## src/rtl/debounce_pkg.sv

```systemverilog
// Shared types and defaults for the three-channel switch debouncer.
// Imported by deb_chan and switch_debounce3.
package debounce_pkg;

    typedef enum logic {
        IDLE  = 1'b0,
        COUNT = 1'b1
    } deb_state_t;

    localparam int DEF_STABLE_CYCLES = 16;
    localparam int DEF_CNT_W         = 16;

    // Bit positions of each switch within sw_in.
    localparam int SW_A = 2;
    localparam int SW_B = 1;
    localparam int SW_C = 0;

endpackage

```

## src/rtl/switch_debounce3_deb_chan.sv

```systemverilog
// Single-bit debounce channel: two-flop synchroniser followed by an IDLE/COUNT
// stability FSM. upd pulses for one cycle together with each output update.
module deb_chan
    import debounce_pkg::*;
#(
    parameter int STABLE_CYCLES = DEF_STABLE_CYCLES,
    parameter int CNT_W         = DEF_CNT_W
) (
    input  logic clk,
    input  logic rst,
    input  logic din,
    output logic dout,
    output logic upd,
    output logic busy
);

    localparam logic [CNT_W-1:0] CNT_LAST = CNT_W'(STABLE_CYCLES - 1);
    localparam logic [CNT_W-1:0] CNT_ONE  = CNT_W'(1);

    logic             s1;
    logic             s2;
    deb_state_t       state;
    deb_state_t       state_nxt;
    logic [CNT_W-1:0] cnt;
    logic [CNT_W-1:0] cnt_nxt;
    logic             dout_nxt;
    logic             fire;

    // din is asynchronous; only s2 is safe to use downstream.
    always_ff @(posedge clk or posedge rst) begin
        if (rst) begin
            s1 <= 1'b0;
            s2 <= 1'b0;
        end else begin
            s1 <= din;
            s2 <= s1;
        end
    end

    always_ff @(posedge clk or posedge rst) begin
        if (rst) begin
            state <= IDLE;
            cnt   <= '0;
            dout  <= 1'b0;
            upd   <= 1'b0;
        end else begin
            state <= state_nxt;
            cnt   <= cnt_nxt;
            dout  <= dout_nxt;
            upd   <= fire;
        end
    end

    always_comb begin
        // NOTE: every output of this block gets a default first so no path can infer a latch.
        state_nxt = state;
        cnt_nxt   = cnt;
        dout_nxt  = dout;
        fire      = 1'b0;
        unique case (state)
            IDLE: begin
                if (s2 != dout) begin
                    state_nxt = COUNT;
                    cnt_nxt   = CNT_ONE;
                end else begin
                    cnt_nxt   = '0;
                end
            end
            COUNT: begin
                if (s2 == dout) begin
                    // Bounce back: discard the candidate and restart the window later.
                    state_nxt = IDLE;
                    cnt_nxt   = '0;
                end else if (cnt == CNT_LAST) begin
                    state_nxt = IDLE;
                    cnt_nxt   = '0;
                    dout_nxt  = s2;
                    fire      = 1'b1;
                end else begin
                    cnt_nxt   = cnt + CNT_ONE;
                end
            end
            default: begin
                state_nxt = IDLE;
                cnt_nxt   = '0;
            end
        endcase
    end

    assign busy = (state == COUNT);

endmodule

```

## src/rtl/switch_debounce3.sv

```systemverilog
// Three-switch debouncer feeding a/b/c, with a change strobe and settled flag.
// Define SWITCH_DEBOUNCE3_CHG_CNT_EN to add the 8-bit chg_count output.
module switch_debounce3
    import debounce_pkg::*;
#(
    parameter int STABLE_CYCLES = DEF_STABLE_CYCLES,
    parameter int CNT_W         = DEF_CNT_W
) (
    input  logic       clk,
    input  logic       rst,
    input  logic [2:0] sw_in,
    output logic       a,
    output logic       b,
    output logic       c,
    output logic       changed,
`ifdef SWITCH_DEBOUNCE3_CHG_CNT_EN
    output logic       settled,
    output logic [7:0] chg_count
`else
    output logic       settled
`endif
);

    logic [2:0] level;
    logic [2:0] upd;
    logic [2:0] busy;

    for (genvar i = 0; i < 3; i++) begin : g_chan
        deb_chan #(
            .STABLE_CYCLES(STABLE_CYCLES),
            .CNT_W        (CNT_W)
        ) u_chan (
            .clk (clk),
            .rst (rst),
            .din (sw_in[i]),
            .dout(level[i]),
            .upd (upd[i]),
            .busy(busy[i])
        );
    end

    assign a = level[SW_A];
    assign b = level[SW_B];
    assign c = level[SW_C];

    // Simultaneous updates merge into a single pulse.
    always_ff @(posedge clk or posedge rst) begin
        if (rst) begin
            changed <= 1'b0;
        end else begin
            changed <= |upd;
        end
    end

    assign settled = ~|busy;

`ifdef SWITCH_DEBOUNCE3_CHG_CNT_EN
    always_ff @(posedge clk or posedge rst) begin
        if (rst) begin
            chg_count <= 8'd0;
        end else if (changed) begin
            chg_count <= chg_count + 8'd1;
        end
    end
`endif

endmodule

```

## config.mk

```make
export PLATFORM = sky130hd
export DESIGN_NAME = switch_debounce3
export DESIGN_NICKNAME = d
export VERILOG_FILES = /design/src/rtl/debounce_pkg.sv /design/src/rtl/switch_debounce3_deb_chan.sv /design/src/rtl/switch_debounce3.sv
export SDC_FILE = /design/constraint.sdc
export NUM_CORES = 1
export LEC_CHECK = 0
export ABC_AREA = 1
export BUFFER_PORTS_ARGS = -buffer_cell sky130_fd_sc_hd__buf_2
export CAP_MARGIN = 40
export CORE_MARGIN = 4
export CORE_UTILIZATION = 48
export DETAILED_ROUTE_END_ITERATION = 12
export PLACE_DENSITY = 0.67
export RECOVER_POWER = 50
export SLEW_MARGIN = 20
export SYNTH_ARGS = -nofsm -noshare
export SYNTH_HDL_FRONTEND = slang
export SYNTH_SLANG_ARGS = --single-unit
```

## constraint.sdc

```tcl
create_clock -name clk -period 1.63 [get_ports clk]
set_input_delay 0 -clock clk [delete_from_list [all_inputs] [get_ports clk]]
set_output_delay 0 -clock clk [all_outputs]
set_load 0.03 [all_outputs]
```

==> impl_metrics.csv <==
group,metric,value,unit
synthesis,synth_top_area_cell,"dfrtp_1",
power_and_ir_drop,vdd_drop_max,0.6361,mV
sta,setup_tns,0,ns
die,core,6422,sq um
route,totalWireLength,6.080,mm
critical_path,worstSetupEndpoint,"g_chan[2].u_chan.cnt[12]",
route,vias_per_cell,4.851,
sta,maxSlewViolCount,0,
route,drt_first_pass_iters,5,
critical_path,worstSetupPathType,"register to register",
clock_network,cts_buffers,9,
route,num_vias,2503,
die,dieArea,8055,sq um
synthesis,syn_inst,407,
clock_network,cts_tree,"done",
critical_path,crit_path_start,"g_chan[2].u_chan.cnt[0]",
cells_and_area,register_area,1602,sq um
synthesis,mappedNetlistNets,415,
sta,skew,0.009429,ns
synthesis,avgSynthCellArea,7.882,sq um
min_path,min_path_type,"input pin to register",
clock_network,cts_setup_buffers,0,
run_status,status,"finished, final reports clean",
placement,hpwl,4.465,mm
global_route,grt_pass1_vias,2515,
cells_and_area,fin_util,0.5667,
power_and_ir_drop,cellPowerDensity,918.4,nW/um^2
global_route,antenna_found_initial,0,
die,pin_count,10,
critical_path,r2r_slack,0.17,ns
route,drtAntennaViolNets,0,
sta,finalHoldViolCount,0,
route,drt_iter0_drc,98,
synthesis,synth_top_area_share,0.4992,
sta,min_period,1.462,ns
clock_network,cts_root_buf,"clkbuf_8",
clock_network,cts.sinks,64,
critical_path,worstPathArrival,1.71,ns
cells_and_area,fill_cells,593,
synthesis,yosys_warnings,0,
synthesis,synth_top_family_by_area,"simple AND/OR/NAND/NOR gates",
placement,port_buffers,9,
synthesis,synth_flop_cell,"dfrtp_1",
sta,setup_viol,0,
clock_network,path_clk_slew,0.07,ns
sta,rsz0062_at_grt,"false",
synthesis,yosysMostFrequentCell,"nor2_1",
cells_and_area,antenna_cells,0,
sta,slew_headroom,0.4268,
synthesis,synth_compound_area_frac,0.04134,
power_and_ir_drop,p_total,0.003343,W
clock_network,clkLatencyLatePin,0.33,ns
die,die_h,89.75,um
placement,pre_cts_ws,0.2206,ns
clock_network,clockBufferDepth,2,
critical_path,r2r_cells,6,
sta,clock.fmax,684.2,MHz
synthesis,ys_seq_elements,64,
critical_path,crit_path_start_kind,"register",
sta,setup_ws,0.1684,ns
critical_path,worst-path-max-fanout,7,
sta,tightest_slew,0.8589,ns
route,wl_per_cell,11.78,um
global_route,grt_max_degree,24,
route,drc,0,
cells_and_area,final_nets,442,
synthesis,synth_fa_ha_area_frac,0.01170,
synthesis,synth_area_leaders,"dfrtp_1, nor2_1, nand2_1",
placement,place.gp.congestion,0.8372,
synthesis,synth_mux_area_frac,0,
synthesis,synth_xor_area_frac,0.03822,
synthesis,ys_seq_area_frac,0.4992,
global_route,grt_pass1_wl,11.23,mm
sta,period_share,0.8967,
global_route,grt_overflow,0,
critical_path,end_kind,"register",
run,maxCapViolCount,0,
die,fp.dieW,89.75,um
critical_path,rr_startpoint,"g_chan[2].u_chan.cnt[0]",
critical_path,required,1.88,ns
synthesis,syn-cell-area,3208,sq um
synthesis,synthSimpleGateAreaFrac,0.3627,
cells_and_area,areaGrowthSynthToFinish,13.46,%
cells_and_area,multiInputGateArea,1456,sq um
synthesis,ys_types,26,
power_and_ir_drop,p_leak,1.653,nW
die,start_util,0.4995,
critical_path,r2r_end,"g_chan[2].u_chan.cnt[12]",
synthesis,synthArstFlopShare,1.000,
synthesis,synth_edf_count,0,
global_route,grt.total_usage,0.1685,
synthesis,synth_commonest_cells,"nor2_1, nand2_1, dfrtp_1, inv_1, nand3_1",
cells_and_area,layout-drive-gt1-share,0.1298,
die,placementRows,29,
clock_network,htree_levels,3,
[through the flow]
stage          instances  cell area [sq um]  hold slack, ns
6_report             516               3640          0.3293
3_3_place_gp         496               3385         0.05429
5_1_grt              516               3640          0.3133
3_5_place_dp         496               3385         0.05538
2_1_floorplan        407               3208         0.03143
4_1_cts              516               3646          0.2338
[flip-flops by register name, summed over array words and instances, names as in the netlist]
name,flops
g_chan.u_chan.s2,3
g_chan.u_chan.busy,3
changed,1
g_chan.u_chan.s1,3
g_chan.u_chan.dout,3
g_chan.u_chan.cnt,48
g_chan.u_chan.upd,3
[power breakdown]
part / total [W] / internal, W / leakage (nW) / switching [W]
clock network: 0.00149 / 0.000901 / 0.106 / 0.000594
registers: 0.00166 / 0.00163 / 0.868 / 0.0000304
logic: 0.000191 / 0.0000606 / 0.679 / 0.000131
total: 0.00334 / 0.00259 / 1.65 / 0.000755
[final cells by class]
cell class,instances,area share
Clock buffer,11,0.03885
Multi-Input combinational cell,303,0.4001
Timing Repair Buffer,16,0.03128
Clock inverter,5,0.02200
Sequential cell,64,0.4400
Tap cell,77,0.02647
Inverter,40,0.04125
[timing repair]
action | CTS | global route
hold buffers | 4 | 0
gates resized for setup | 0 | 0
hold endpoints to repair | 22 | 0
[cell usage in the layout (no fill, tap or decap), types with 8 or more instances in the layout]
master / netlist / final
clkbuf_8: 0 / 10
buf_2: 0 / 8
nand3_1: 21 / 21
nor2_2: 11 / 11
nor2_1: 98 / 98
dfrtp_1: 64 / 64
inv_1: 39 / 39
nand2_1: 97 / 97
xor2_1: 11 / 11
nor3_1: 13 / 13
[worst min-delay path by stage]
stage	start	to	cells past startpoint
after global routing	sw_in[0]	g_chan[0].u_chan.s1	2
final	sw_in[0]	g_chan[0].u_chan.s1	2
after floorplan	sw_in[0]	g_chan[0].u_chan.s1	0
after detailed placement	rst	g_chan[1].u_chan.cnt[11]	2
after global placement	rst	g_chan[1].u_chan.cnt[11]	2
after CTS	rst	g_chan[0].u_chan.cnt[11]	3
[critical path: stages (launching register included)]
cell and delay, ns:
dfrtp_1 0.40, ha_1 0.24, nand3_1 0.12, nor2_1 0.10, a21oi_2 0.31, nand2_1 0.09, nor2_1 0.12
[cells by family (layout without fill, tap and decap cells)]
family | after synthesis | after routing
adders and majority gates | 3 | 3
AOI/OAI and AO/OA | 21 | 21
and+or+nand+nor | 265 | 265
buffers and inverters | 40 | 72
xor gates and xnor gates | 14 | 14
DFF | 64 | 64
[layer usage]
metal / vias to the layer above / global-route usage / share of wire
li1: 1333 / - / -
met3: 2 / 0.04174 / 0.027
met1: 1137 / 0.2384 / 0.51
met5: - / 0 / 0
met4: 0 / 0.05619 / 0.0041
met2: 31 / 0.2544 / 0.45
(Power assumes the default switching activity.)
